<file path="src/rtl/core_bus_unit_if.sv">
// Request/response handshake plus the byte-wide synchronous memory port of core_bus_unit.
// "slave" is the bus unit side; "master" is the execution core and memory side.
interface core_bus_unit_if #(
   parameter int ADDR_WIDTH = 20,
   parameter int MAX_BYTES  = 4
);
   localparam int SW = $clog2(MAX_BYTES);

   logic                    req_valid;
   logic                    req_ready;
   logic                    req_write;
   logic [SW-1:0]           req_size;
   logic [15:0]             req_seg;
   logic [15:0]             req_off;
   logic [8*MAX_BYTES-1:0]  req_wdata;
   logic                    rsp_valid;
   logic [8*MAX_BYTES-1:0]  rsp_rdata;
   logic                    busy;
   logic [ADDR_WIDTH-1:0]   address;
   logic [7:0]              data;
   logic [7:0]              out;
   logic                    wren;

   modport slave (
      input  req_valid, req_write, req_size, req_seg, req_off, req_wdata, data,
      output req_ready, rsp_valid, rsp_rdata, busy, address, out, wren
   );

   modport master (
      output req_valid, req_write, req_size, req_seg, req_off, req_wdata, data,
      input  req_ready, rsp_valid, rsp_rdata, busy, address, out, wren
   );
endinterface

</file>
<file path="src/rtl/core_bus_unit.sv">
// Bus interface unit: turns one segment:offset request into little-endian byte cycles.
// state | meaning
// IDLE  | ready for a request; address/out hold their last values
// WRITE | one byte written per cycle, wren high
// READ  | one read address per cycle; data of the previous address captured
// DRAIN | no address; last read byte captured, response issued next cycle
module core_bus_unit #(
   parameter int ADDR_WIDTH  = 20,
   parameter int MAX_BYTES   = 4,
   parameter int OFFSET_WRAP = 1
) (
   input  logic          clock,
   input  logic          reset,
   core_bus_unit_if.slave bus
);
   localparam int SW = $clog2(MAX_BYTES);
   localparam int DW = 8 * MAX_BYTES;

   typedef enum logic [1:0] {IDLE, WRITE, READ, DRAIN} state_t;

   state_t                state, state_nxt;
   logic [SW-1:0]         idx, idx_nxt, idx_inc, cap_idx;
   logic [SW-1:0]         rem, rem_nxt, size_clamp;
   logic [15:0]           seg_q, seg_nxt, off_q, off_nxt;
   logic [DW-1:0]         wdata_q, wdata_nxt;
   logic [DW-1:0]         acc, acc_nxt, rdata_q, rdata_nxt;
   logic [ADDR_WIDTH-1:0] addr_q, addr_nxt;
   logic [7:0]            out_q, out_nxt;
   logic                  wren_q, wren_nxt, rsp_q, rsp_nxt;
   logic                  accept;

   function automatic logic [ADDR_WIDTH-1:0] byte_addr(input logic [15:0] seg,
                                                       input logic [15:0] off,
                                                       input logic [SW-1:0] i);
      logic [15:0] off_w;
      logic [31:0] lin;
      off_w = off + 16'(i);
      if (OFFSET_WRAP != 0)
         lin = {12'h000, seg, 4'h0} + {16'h0000, off_w};
      else
         lin = {12'h000, seg, 4'h0} + {16'h0000, off} + 32'(i);
      return lin[ADDR_WIDTH-1:0];
   endfunction

   // Only a non-power-of-two MAX_BYTES can encode a size beyond the data bus.
   if ((1 << SW) > MAX_BYTES) begin : g_clamp
      assign size_clamp = (bus.req_size > SW'(MAX_BYTES - 1)) ? SW'(MAX_BYTES - 1) : bus.req_size;
   end else begin : g_noclamp
      assign size_clamp = bus.req_size;
   end

   assign accept  = bus.req_valid && (state == IDLE);
   assign idx_inc = idx + SW'(1);
   assign cap_idx = idx - SW'(1);

   always_comb begin
      state_nxt = state;
      idx_nxt   = idx;
      rem_nxt   = rem;
      seg_nxt   = seg_q;
      off_nxt   = off_q;
      wdata_nxt = wdata_q;
      acc_nxt   = acc;
      rdata_nxt = rdata_q;
      addr_nxt  = addr_q;
      out_nxt   = out_q;
      wren_nxt  = 1'b0;
      rsp_nxt   = 1'b0;
      case (state)
         IDLE: begin
            if (accept) begin
               seg_nxt   = bus.req_seg;
               off_nxt   = bus.req_off;
               wdata_nxt = bus.req_wdata;
               acc_nxt   = '0;
               idx_nxt   = '0;
               rem_nxt   = size_clamp;
               addr_nxt  = byte_addr(bus.req_seg, bus.req_off, '0);
               if (bus.req_write) begin
                  state_nxt = WRITE;
                  out_nxt   = bus.req_wdata[7:0];
                  wren_nxt  = 1'b1;
               end else begin
                  state_nxt = READ;
               end
            end
         end
         WRITE: begin
            if (rem == '0) begin
               state_nxt = IDLE;
               rsp_nxt   = 1'b1;
            end else begin
               idx_nxt  = idx_inc;
               rem_nxt  = rem - SW'(1);
               addr_nxt = byte_addr(seg_q, off_q, idx_inc);
               out_nxt  = wdata_q[8*idx_inc +: 8];
               wren_nxt = 1'b1;
            end
         end
         READ: begin
            // Memory answers one cycle late, so this cycle's data belongs to the previous byte.
            if (idx != '0)
               acc_nxt[8*cap_idx +: 8] = bus.data;
            if (rem == '0) begin
               state_nxt = DRAIN;
            end else begin
               idx_nxt  = idx_inc;
               rem_nxt  = rem - SW'(1);
               addr_nxt = byte_addr(seg_q, off_q, idx_inc);
            end
         end
         DRAIN: begin
            acc_nxt[8*idx +: 8] = bus.data;
            rdata_nxt = acc_nxt;
            rsp_nxt   = 1'b1;
            state_nxt = IDLE;
         end
         default: state_nxt = IDLE;
      endcase
   end

   always_ff @(posedge clock) begin
      if (reset) begin
         state   <= IDLE;
         idx     <= '0;
         rem     <= '0;
         seg_q   <= '0;
         off_q   <= '0;
         wdata_q <= '0;
         acc     <= '0;
         rdata_q <= '0;
         addr_q  <= '0;
         out_q   <= '0;
         wren_q  <= 1'b0;
         rsp_q   <= 1'b0;
      end else begin
         state   <= state_nxt;
         idx     <= idx_nxt;
         rem     <= rem_nxt;
         seg_q   <= seg_nxt;
         off_q   <= off_nxt;
         wdata_q <= wdata_nxt;
         acc     <= acc_nxt;
         rdata_q <= rdata_nxt;
         addr_q  <= addr_nxt;
         out_q   <= out_nxt;
         wren_q  <= wren_nxt;
         rsp_q   <= rsp_nxt;
      end
   end

   assign bus.req_ready = (state == IDLE);
   assign bus.busy      = (state != IDLE);
   assign bus.address   = addr_q;
   assign bus.out       = out_q;
   assign bus.wren      = wren_q;
   assign bus.rsp_valid = rsp_q;
   assign bus.rsp_rdata = rdata_q;
endmodule

</file>
<file path="src/flat_wrapper.sv">
// flat-port wrapper written by rule: the top's interface ports become plain ports
module core_bus_unit_flat 
#(
   parameter int ADDR_WIDTH  = 20,
   parameter int MAX_BYTES   = 4,
   parameter int OFFSET_WRAP = 1
)
  (clock, reset, bus_req_valid, bus_req_write, bus_req_size, bus_req_seg, bus_req_off, bus_req_wdata, bus_data, bus_req_ready, bus_rsp_valid, bus_rsp_rdata, bus_busy, bus_address, bus_out, bus_wren);
  core_bus_unit_if #(.ADDR_WIDTH(ADDR_WIDTH), .MAX_BYTES(MAX_BYTES)) bus_i ();
  input  logic clock;
  input  logic reset;
  input wire logic [$bits(bus_i.req_valid)-1:0] bus_req_valid;
  input wire logic [$bits(bus_i.req_write)-1:0] bus_req_write;
  input wire logic [$bits(bus_i.req_size)-1:0] bus_req_size;
  input wire logic [$bits(bus_i.req_seg)-1:0] bus_req_seg;
  input wire logic [$bits(bus_i.req_off)-1:0] bus_req_off;
  input wire logic [$bits(bus_i.req_wdata)-1:0] bus_req_wdata;
  input wire logic [$bits(bus_i.data)-1:0] bus_data;
  output wire logic [$bits(bus_i.req_ready)-1:0] bus_req_ready;
  output wire logic [$bits(bus_i.rsp_valid)-1:0] bus_rsp_valid;
  output wire logic [$bits(bus_i.rsp_rdata)-1:0] bus_rsp_rdata;
  output wire logic [$bits(bus_i.busy)-1:0] bus_busy;
  output wire logic [$bits(bus_i.address)-1:0] bus_address;
  output wire logic [$bits(bus_i.out)-1:0] bus_out;
  output wire logic [$bits(bus_i.wren)-1:0] bus_wren;
  assign bus_i.req_valid = bus_req_valid;
  assign bus_i.req_write = bus_req_write;
  assign bus_i.req_size = bus_req_size;
  assign bus_i.req_seg = bus_req_seg;
  assign bus_i.req_off = bus_req_off;
  assign bus_i.req_wdata = bus_req_wdata;
  assign bus_i.data = bus_data;
  assign bus_req_ready = bus_i.req_ready;
  assign bus_rsp_valid = bus_i.rsp_valid;
  assign bus_rsp_rdata = bus_i.rsp_rdata;
  assign bus_busy = bus_i.busy;
  assign bus_address = bus_i.address;
  assign bus_out = bus_i.out;
  assign bus_wren = bus_i.wren;
  core_bus_unit #(.ADDR_WIDTH(ADDR_WIDTH), .MAX_BYTES(MAX_BYTES), .OFFSET_WRAP(OFFSET_WRAP)) u_core (.clock(clock), .reset(reset), .bus(bus_i));
endmodule
</file>
<file path="config.mk">
export PLATFORM = sky130hd
export DESIGN_NAME = core_bus_unit_flat
export DESIGN_NICKNAME = d
export VERILOG_FILES = /design/src/rtl/core_bus_unit_if.sv /design/src/rtl/core_bus_unit.sv /design/src/flat_wrapper.sv
export SDC_FILE = /design/constraint.sdc
export NUM_CORES = 1
export LEC_CHECK = 0
export ABC_AREA = 1
export ABC_CLOCK_PERIOD_IN_PS = 4300
export BUFFER_PORTS_ARGS = -buffer_cell sky130_fd_sc_hd__buf_2
export CAP_MARGIN = 20
export CORE_AREA = 2 2 131 133
export CTS_CLUSTER_DIAMETER = 50
export DETAILED_ROUTE_END_ITERATION = 7
export DIE_AREA = 0 0 133 135
export PLACE_DENSITY = 0.83
export SETUP_SLACK_MARGIN = 0.2
export SKIP_CTS_REPAIR_TIMING = 1
export SLEW_MARGIN = 10
export SYNTH_ARGS = -nofsm -noshare
export SYNTH_HDL_FRONTEND = slang
export SYNTH_SLANG_ARGS = --single-unit
</file>
<file path="constraint.sdc">
create_clock -name clock -period 4.3 [get_ports clock]
set_input_delay 0 -clock clock [delete_from_list [all_inputs] [get_ports clock]]
set_output_delay 0 -clock clock [all_outputs]
set_load 0.02 [all_outputs]
</file>
==> results of run 1 <==
-- final timing paths --
| check | start | to | slack (ns) | cells past startpoint |
|---|---|---|---|---|
| min | bus_req_off[7] | u_core.off_q[7] | -0.04 | 3 |
| min reg2reg | u_core.bus.rsp_rdata[23] | u_core.bus.rsp_rdata[23] | 0.46 | 2 |
| max reg2reg | u_core.idx[0] | u_core.bus.address[16] | 0.64 | 21 |
| max | u_core.idx[0] | u_core.bus.address[16] | 0.64 | 21 |
-- cell type report --
class | count | area share
Antenna cell | 1 | 0.000220
Sequential cell | 164 | 0.289
Inverter | 176 | 0.0584
Multi-Input combinational cell | 1001 | 0.447
Clock buffer | 17 | 0.0375
Clock inverter | 15 | 0.0171
Timing Repair Buffer | 214 | 0.126
Tap cell | 220 | 0.0243
-- metal layers --
layer / vias up / wire length (um) / GRT usage
li1: 4940 / - / -
met1: 4561 / 11100 / 0.364
met2: 425 / 12900 / 0.479
met3: 60 / 1840 / 0.0495
met4: 0 / 774 / 0.115
met5: - / 0 / 0
-- cells by family after synthesis --
kind of cell	after synthesis	synth area share
adder cells (fa/ha/maj)	42	0.0585
AND/OR/NAND/NOR	609	0.274
AO/OA/AOI/OAI	335	0.195
flip-flops	164	0.351
buffers and inverters	245	0.108
XOR/XNOR	15	0.0140
-- sequential cells by signal, indices dropped and copies added, names as in the netlist --
| signal | flops |
|---|---|
| u_core.bus.wren | 1 |
| u_core.rem | 2 |
| u_core.idx | 2 |
| u_core.bus.address | 20 |
| u_core.bus.out | 8 |
| u_core.state | 2 |
| u_core.wdata_q | 32 |
| u_core.bus.rsp_valid | 1 |
| u_core.off_q | 16 |
| u_core.acc | 32 |
| u_core.seg_q | 16 |
| u_core.bus.rsp_rdata | 32 |
-- per-stage QoR --
| stage | cell area, um2 | utilization | cells |
|---|---|---|---|
| final | 11400 | 0.692 | 1808 |
| after global routing | 11400 | 0.692 | 1808 |
| after CTS | 10700 | 0.651 | 1741 |
| after detailed placement | 10100 | 0.613 | 1709 |
| after global placement | 10100 | 0.613 | 1709 |
| after floorplan | 9360 | - | 1410 |
-- where the power goes --
group          internal (uW)  leakage, uW  switching (uW)  total [uW]
clock                    931     0.000299             678        1610
combinational           1040      0.00380            2370        3410
sequential              1880      0.00135             219        2100
total                   3850      0.00544            3270        7120
-- cell usage after synthesis, types with 5 or more instances --
| library cell | count |
|---|---|
| nand2_1 | 283 |
| a21oi_1 | 122 |
| a22oi_1 | 8 |
| o22ai_1 | 8 |
| a31oi_1 | 16 |
| buf_4 | 5 |
| inv_1 | 163 |
| nor2_1 | 201 |
| nor4_1 | 7 |
| dfxtp_1 | 164 |
| nand3b_1 | 5 |
| nand3_1 | 64 |
| buf_6 | 6 |
| clkbuf_1 | 39 |
| o21ai_0 | 129 |
| o21ai_1 | 23 |
| o32ai_1 | 7 |
| xor2_1 | 11 |
| nand4_1 | 21 |
| buf_2 | 17 |
| inv_2 | 9 |
| ha_1 | 39 |
| nor3_1 | 9 |
| o211ai_1 | 9 |
-- worst max-delay path, stage by stage (launching register included) --
cell	delay, ns
dfxtp_1	0.49
inv_2	0.15
ha_2	0.46
fa_1	0.24
nand2_1	0.08
nor2_1	0.11
nand2_1	0.08
nor2_2	0.15
nand3_1	0.13
nor3_2	0.20
nand3_1	0.12
xor2_1	0.16
ha_1	0.36
nand2_1	0.12
nor2_1	0.17
nand3_1	0.13
nand3_1	0.11
nand2_1	0.05
nand3_1	0.06
nand3_1	0.06
nand2_1	0.09
inv_1	0.04
==> impl_metrics.env, run 1 <==
export IMPL_status="finished with violations"
export IMPL_violations="negative hold slack"
export IMPL_critPathArrivalTime_ns=4.00
export IMPL_total_power_uw=7120
export IMPL_period_share=0.850
export IMPL_port_buffers=141
export IMPL_max_cap_viol_count=0
export IMPL_synth_ff_type="dfxtp_1"
export IMPL_die_w_um=133
export IMPL_ir_drop_mv=0.600
export IMPL_core_area_um2=16400
export IMPL_yosys_warnings=0
export IMPL_grt_overflow_total=0
export IMPL_clock_path_buffers=2
export IMPL_dp_slack_ns=0.586
export IMPL_skew_ns=0.00643
export IMPL_hold_slack_ns=-0.0365
export IMPL_synth_area_leader_cell="dfxtp_1"
export IMPL_num_io_pins=142
export IMPL_viasPerCell=5.52
export IMPL_synth_area_top_cells="dfxtp_1 35%, nand2_1 11%, nor2_1 8.1%"
export IMPL_synth_edf_count=0
export IMPL_power_density_nw_per_um2=627
export IMPL_yosysUniqueCellTypes=48
export IMPL_syn_nets=1530
export IMPL_cp_max_fo=9
export IMPL_htreeDepth=4
export IMPL_drt_pass1_iter_count=5
export IMPL_path_class="flop to flop"
export IMPL_rows=47
export IMPL_rsz0062_at_grt="false"
export IMPL_post_route_min_period_ns=3.66
export IMPL_setup_viol=0
export IMPL_syn_area_um2=9360
export IMPL_clockRootBuffer="clkbuf_16"
export IMPL_antenna_found_initial=1
export IMPL_avgSynthCellArea_um2=6.64
export IMPL_wl_per_cell_um=14.7
export IMPL_routed_wl_um=26600
export IMPL_final_cell_mix="282 x nand2_1, 201 x nor2_1, 164 x dfxtp_1"
export IMPL_syn_inst=1410
export IMPL_drive_gt1_frac=0.137
export IMPL_regArea_um2=3280
export IMPL_maxSlewViolCount=0
export IMPL_final_fill_count=1379
export IMPL_fmax_ghz=0.273
export IMPL_drc=0
export IMPL_mostFrequentLayoutCell="nand2_1"
export IMPL_postRouteAntennaNets=0
export IMPL_cts_buffers=17
export IMPL_synth_seq_cells=164
export IMPL_async_reset_ff_frac=0
export IMPL_fp_dieH_um=135
export IMPL_worst_slew_pin_slew_ns=0.987
export IMPL_hold_violations=2
export IMPL_start_util=0.571
export IMPL_cts_sinks=164
export IMPL_fin_nets=1694
export IMPL_vias=9986
export IMPL_setup_tns_ns=0
export IMPL_hp_class="input port to flop"
export IMPL_slew_limit_headroom=0.342
export IMPL_drt_iter0_drc=1064
export IMPL_seq_area_frac_synth=0.351
export IMPL_areaGrowthSynthToFinish_pct=21.2
export IMPL_setup_worst_path_start_class="flop"
export IMPL_grtUsageTotal=0.285
export IMPL_path_clk_slew_ns=0.07
export IMPL_grt_pass1_vias=8804
export IMPL_end_kind="flop"
export IMPL_p_leak_uw=0.00544
export IMPL_grt_pass1_wl_um=41800
export IMPL_multi_input_area_um2=5080
export IMPL_die_area_um2=18000
export IMPL_crit_required_ns=4.64
export IMPL_setup_ws_ns=0.643
export IMPL_globalplace_congestion=0.891
export IMPL_synth_top_area_frac=0.351
export IMPL_cts_tree="done"
export IMPL_clock_latency_ns=0.44
export IMPL_grt_max_degree=75
export IMPL_hpwl_um=17800
Note: power is estimated with default switching activity, not from simulation.
==> run 2: changes to the inputs <==
- CORE_AREA: 2 2 131 133 -> 2 2 167 169
- DIE_AREA: 0 0 133 135 -> 0 0 169 171
- PLACE_DENSITY: 0.83 -> 0.56
==> run 2 against run 1 <==
  * The flow still finishes with violations (negative hold slack)
  * Worst hold slack improved by 0.0084 ns
  * Non-clock buffer count rose by 2
  * Global-route usage fell by 8.6 points
  * First-iteration DRC count fell by 42%
  * Clock skew rose by 0.0067 ns
  * Clock-buffer cell count rose by 1
  * Fmax fell by 0.24%
  * Worst setup slack got worse by 0.0090 ns
  * Final area rose by 1.6%
  * Clock power rose by 5%
==> impl_metrics.env, run 2 (synthesis results as in run 1) <==
export IMPL_setup_viol=0
export IMPL_rows=61
export IMPL_hpwl_um=20500
export IMPL_htreeDepth=4
export IMPL_drt_iter0_drc=612
export IMPL_rsz0062_at_grt="false"
export IMPL_fmax_ghz=0.273
export IMPL_final_cell_mix="282 x nand2_1, 201 x nor2_1, 164 x dfxtp_1"
export IMPL_critPathArrivalTime_ns=4.00
export IMPL_violations="negative hold slack"
export IMPL_power_density_nw_per_um2=630
export IMPL_skew_ns=0.0131
export IMPL_switching_share=0.460
export IMPL_worst_slew_pin_slew_ns=0.976
export IMPL_clock_latency_ns=0.43
export IMPL_wl_per_cell_um=15.0
export IMPL_max_cap_viol_count=0
export IMPL_viasPerCell=4.95
export IMPL_end_kind="flop"
export IMPL_multi_input_area_um2=5080
export IMPL_path_clk_slew_ns=0.07
export IMPL_grtUsageTotal=0.199
export IMPL_p_comb_frac=0.478
export IMPL_path_cells="inv_2 > ha_2 > fa_1 > nand2_1 > nor2_1 > nand2_1 > nor2_2 > nand3_1 > nor3_2 > nand3_1 > xor2_1 > ha_1 > nand2_1 > nor2_1 > nand3_1 > nand3_1 > nand2_1 > nand3_1 > nand3_1 > nand2_1 > inv_1"
export IMPL_core_area_um2=27300
export IMPL_num_io_pins=142
export IMPL_hp_class="input port to flop"
export IMPL_grt_overflow_total=0
export IMPL_fp_dieH_um=171
export IMPL_slew_limit_headroom=0.349
export IMPL_die_w_um=169
export IMPL_port_buffers=141
export IMPL_areaGrowthSynthToFinish_pct=23.2
export IMPL_p_sw_uw=3340
export IMPL_grt_pass1_vias=8753
export IMPL_globalplace_congestion=0.904
export IMPL_antenna_found_initial=0
export IMPL_clockRootBuffer="clkbuf_16"
export IMPL_total_power_uw=7260
export IMPL_hold_slack_ns=-0.0281
export IMPL_final_fill_count=2915
export IMPL_hold_violations=2
export IMPL_regArea_um2=3280
export IMPL_status="finished with violations"
export IMPL_setup_tns_ns=0
export IMPL_grt_pass1_wl_um=45500
export IMPL_setup_worst_path_start_class="flop"
export IMPL_clock_path_buffers=2
export IMPL_cts_buffers=17
export IMPL_routed_wl_um=29000
export IMPL_crit_slowest_cell="ha_2"
export IMPL_cts_sinks=164
export IMPL_sequentialPowerShare=0.289
export IMPL_p_int_uw=3920
export IMPL_cts_tree="done"
export IMPL_vias=9584
export IMPL_drt_pass1_iter_count=5
export IMPL_post_route_min_period_ns=3.67
export IMPL_drc=0
export IMPL_postRouteAntennaNets=0
export IMPL_power_frac_clock=0.233
export IMPL_crit_required_ns=4.64
export IMPL_maxSlewViolCount=0
export IMPL_path_class="flop to flop"
export IMPL_diodes=0
export IMPL_period_share=0.853
export IMPL_ir_drop_mv=0.334
export IMPL_grt_max_degree=76
export IMPL_start_util=0.343
export IMPL_mostFrequentLayoutCell="nand2_1"
export IMPL_cp_max_fo=9
export IMPL_drive_gt1_frac=0.137
export IMPL_slowest_delay_ns=0.48
export IMPL_die_area_um2=28900
export IMPL_p_leak_uw=0.00547
export IMPL_crit_top_cell="nand3_1"
export IMPL_fin_nets=1696
## run 2: cell types whose count changed in the layout (fill, tap and decap cells not counted), sizes merged
cell,previous run,this run
bufinv,3,4
clkinv,5,4
diode,1,0
inv,181,182
clkbuf,17,18
clkinvlp,2,0
buf,149,151
## run 2: metrics by stage
| stage | util | cell area, um2 | setup WS (ns) | cells | hold WS (ns) |
|---|---|---|---|---|---|
| finish | 0.422 | 11500 | 0.634 | 1935 | -0.0281 |
| global route | 0.422 | 11500 | 0.272 | 1935 | 0.0371 |
| CTS | 0.398 | 10900 | 0.572 | 1869 | -0.191 |
| detailed placement | 0.374 | 10200 | 0.575 | 1837 | 0.268 |
| global placement | 0.374 | 10200 | 0.669 | 1837 | 0.259 |
| floorplan | - | 9360 | 1.07 | 1410 | 0.161 |
## run 2: final timing paths
kind	startpoint	endpoint	slack [ns]	depth (start not counted)
hold / removal	bus_req_seg[15]	u_core.seg_q[15]	-0.03	3
setup reg to reg	u_core.idx[0]	u_core.bus.address[16]	0.63	21
hold reg to reg	u_core.bus.rsp_rdata[21]	u_core.bus.rsp_rdata[21]	0.46	2
setup / recovery	u_core.idx[0]	u_core.bus.address[16]	0.63	21
## run 2: worst max-delay path: cells and delay by family (launching register included)
kind | cells | cell delay, ns
fa+ha+maj | 3 | 1.09
buf+inv | 2 | 0.19
xor+xnor | 1 | 0.16
flops | 1 | 0.47
simple gates | 15 | 1.65
## run 2: area by class of cell
class                           instances  area share
Multi-Input combinational cell       1001       0.440
Inverter                              176      0.0575
Timing Repair Buffer                  216       0.125
Tap cell                              346      0.0375
Sequential cell                       164       0.285
Clock inverter                         14      0.0181
Clock buffer                           18      0.0372
## run 2: metal layers
layer,up-vias,track usage,wire (um)
met4,0,0.0546,490
met3,26,0.0319,1180
met5,-,0,0
li1,4939,-,-
met2,211,0.352,14100
met1,4408,0.251,13300
## run 2: power by group through the flow
stage	sequential [uW]	combinational (uW)	clock (uW)
6_report	2100	3470	1690
5_1_grt	2140	3890	1790
4_1_cts	2100	3420	1730
3_5_place_dp	2130	3410	0
3_3_place_gp	2130	3400	0
2_1_floorplan	2220	2480	0
==> run 3: changes to the inputs <==
- PLACE_DENSITY: 0.56 -> not set
- PLACE_DENSITY_LB_ADDON: not set -> 0.3
==> run 3 against run 2 <==
  * The flow now finishes without violations
  * Clock skew fell by 0.0029 ns
  * Largest power group unchanged
  * Non-clock buffer count fell by 1
  * Worst hold slack improved by 0.031 ns
  * Largest cell class unchanged
  * Total power fell by 1.6%
  * Combinational power fell by 1%
  * Sequential share of layout area rose by 0.093 points
  * Critical path depth rose by 2
  * Register-to-register slack got worse by 0.06 ns
  * Core utilization fell by 0.14 points
  * First-iteration DRC count rose by 16%
==> impl_metrics.env, run 3 (synthesis results as in run 1) <==
export IMPL_grt_max_degree=76
export IMPL_dpl_cell_area_um2=10200
export IMPL_cts_sinks=164
export IMPL_slew_limit_headroom=0.313
export IMPL_status="complete, no violations"
export IMPL_setup_viol=0
export IMPL_end_kind="flop"
export IMPL_final_cell_mix="282 x nand2_1, 201 x nor2_1, 164 x dfxtp_1"
export IMPL_drt_iter0_drc=712
export IMPL_post_route_min_period_ns=3.72
export IMPL_areaGrowthSynthToFinish_pct=22.8
export IMPL_port_buffers=141
export IMPL_globalplace_congestion=0.889
export IMPL_maxSlewViolCount=0
export IMPL_vias=9530
export IMPL_setup_ws_ns=0.577
export IMPL_clock_latency_ns=0.43
export IMPL_clock_path_buffers=2
export IMPL_grt_overflow_total=0
export IMPL_fp_dieH_um=171
export IMPL_hp_class="input port to flop"
export IMPL_start_util=0.343
export IMPL_hold_violations=0
export IMPL_htreeDepth=4
export IMPL_hpwl_um=19800
export IMPL_worst_slew_pin_slew_ns=1.03
export IMPL_cp_max_fo=9
export IMPL_hold_start="bus_req_seg[12]"
export IMPL_ir_drop_mv=0.322
export IMPL_skew_ns=0.0102
export IMPL_power_density_nw_per_um2=622
export IMPL_drt_pass1_iter_count=5
export IMPL_regArea_um2=3280
export IMPL_multi_input_area_um2=5080
export IMPL_setup_worst_path_start_class="flop"
export IMPL_num_io_pins=142
export IMPL_reg2reg_to="u_core.bus.address[19]"
export IMPL_fin_nets=1695
export IMPL_path_class="flop to flop"
export IMPL_final_core_util=0.421
export IMPL_setup_tns_ns=0
export IMPL_diodes=0
export IMPL_mostFrequentLayoutCell="nand2_1"
export IMPL_r2r_start="u_core.idx[0]"
export IMPL_antenna_found_initial=0
export IMPL_die_area_um2=28900
export IMPL_wl_per_cell_um=14.5
export IMPL_max_cap_viol_count=0
export IMPL_cts_buffers=17
export IMPL_grtUsageTotal=0.190
export IMPL_drc=0
export IMPL_cts_tree="done"
export IMPL_viasPerCell=4.93
export IMPL_grt_pass1_wl_um=43800
export IMPL_fmax_ghz=0.269
export IMPL_period_share=0.866
export IMPL_p_leak_uw=0.00545
export IMPL_crit_required_ns=4.63
export IMPL_postRouteAntennaNets=0
export IMPL_critPathArrivalTime_ns=4.05
export IMPL_worstHoldPathCells=3
export IMPL_routed_wl_um=28000
export IMPL_die_w_um=169
export IMPL_core_area_um2=27300
export IMPL_clockRootBuffer="clkbuf_16"
export IMPL_dp_slack_ns=0.501
export IMPL_hold_path_end="u_core.seg_q[12]"
export IMPL_rows=61
export IMPL_rsz0062_at_grt="false"
export IMPL_drive_gt1_frac=0.136
export IMPL_design_area_um2=11500
export IMPL_rrSetupSlack_ns=0.58
export IMPL_grt_pass1_vias=8556
export IMPL_rr_worst_depth=23
export IMPL_path_clk_slew_ns=0.07
export IMPL_final_fill_count=2901
export IMPL_total_power_uw=7150
-- run 3: cell types whose count changed in the layout (fill, tap and decap cells not counted) --
| cell | before | now |
|---|---|---|
| buf_4 | 9 | 8 |
| clkinv_4 | 1 | 3 |
| buf_8 | 1 | 0 |
| inv_6 | 6 | 5 |
| dlygate4sd3_1 | 65 | 66 |
| bufinv_16 | 4 | 3 |
| clkbuf_1 | 1 | 0 |
-- run 3: metal layers --
| layer | vias to the layer above | share of wire | wire [um] | track usage |
|---|---|---|---|---|
| met3 | 23 | 0.047 | 1330 | 0.0352 |
| met5 | - | 0 | 0 | 0 |
| met1 | 4305 | 0.47 | 13100 | 0.247 |
| met4 | 0 | 0.014 | 387 | 0.0513 |
| li1 | 4931 | - | - | - |
| met2 | 271 | 0.47 | 13200 | 0.323 |
-- run 3: where the power goes --
part           switching [uW]  leakage, uW  internal [uW]
clock                     699     0.000303            931
sequential                214      0.00135           1880
combinational            2380      0.00380           1040
total                    3300      0.00545           3850
-- run 3: worst max path at each step --
stage,startpoint,end,cells past startpoint
final,u_core.idx[0],u_core.bus.address[19],23
after global routing,u_core.idx[0],u_core.bus.address[18],20
after CTS,u_core.idx[0],u_core.bus.address[19],23
after detailed placement,u_core.idx[0],u_core.bus.address[19],23
after global placement,u_core.idx[0],u_core.bus.address[19],23
after floorplan,u_core.idx[0],u_core.bus.address[11],22
-- run 3: per-stage QoR --
stage	cells	hold WS [ns]
finish	1933	0.00243
global route	1933	0.0279
CTS	1867	-0.192
detailed placement	1836	0.261
global placement	1836	0.259
floorplan	1410	0.161
-- run 3: worst max-delay path, stage by stage (launching register included) --
cell,delay [ns]
dfxtp_1,0.47
inv_2,0.15
ha_2,0.49
fa_1,0.26
nand2_1,0.08
nor2_1,0.10
nand2_1,0.08
nor2_2,0.14
nand3_1,0.12
nor3_2,0.19
nand3_1,0.12
xor2_1,0.16
ha_1,0.36
nand2_1,0.12
inv_1,0.08
nand2_1,0.07
nor3_1,0.13
nand2_1,0.11
nand2_1,0.07
nand2_1,0.05
nand3_1,0.06
nand3_1,0.08
nand2_1,0.09
inv_1,0.03
-- run 3: cell type report --
| type | count | area share |
|---|---|---|
| repair buffers | 215 | 0.124 |
| clock inverters | 14 | 0.0163 |
| flip-flops and latches | 164 | 0.286 |
| well taps | 346 | 0.0377 |
| clock buffers | 17 | 0.0370 |
| inverters | 176 | 0.0577 |
| multi-input cells | 1001 | 0.442 |
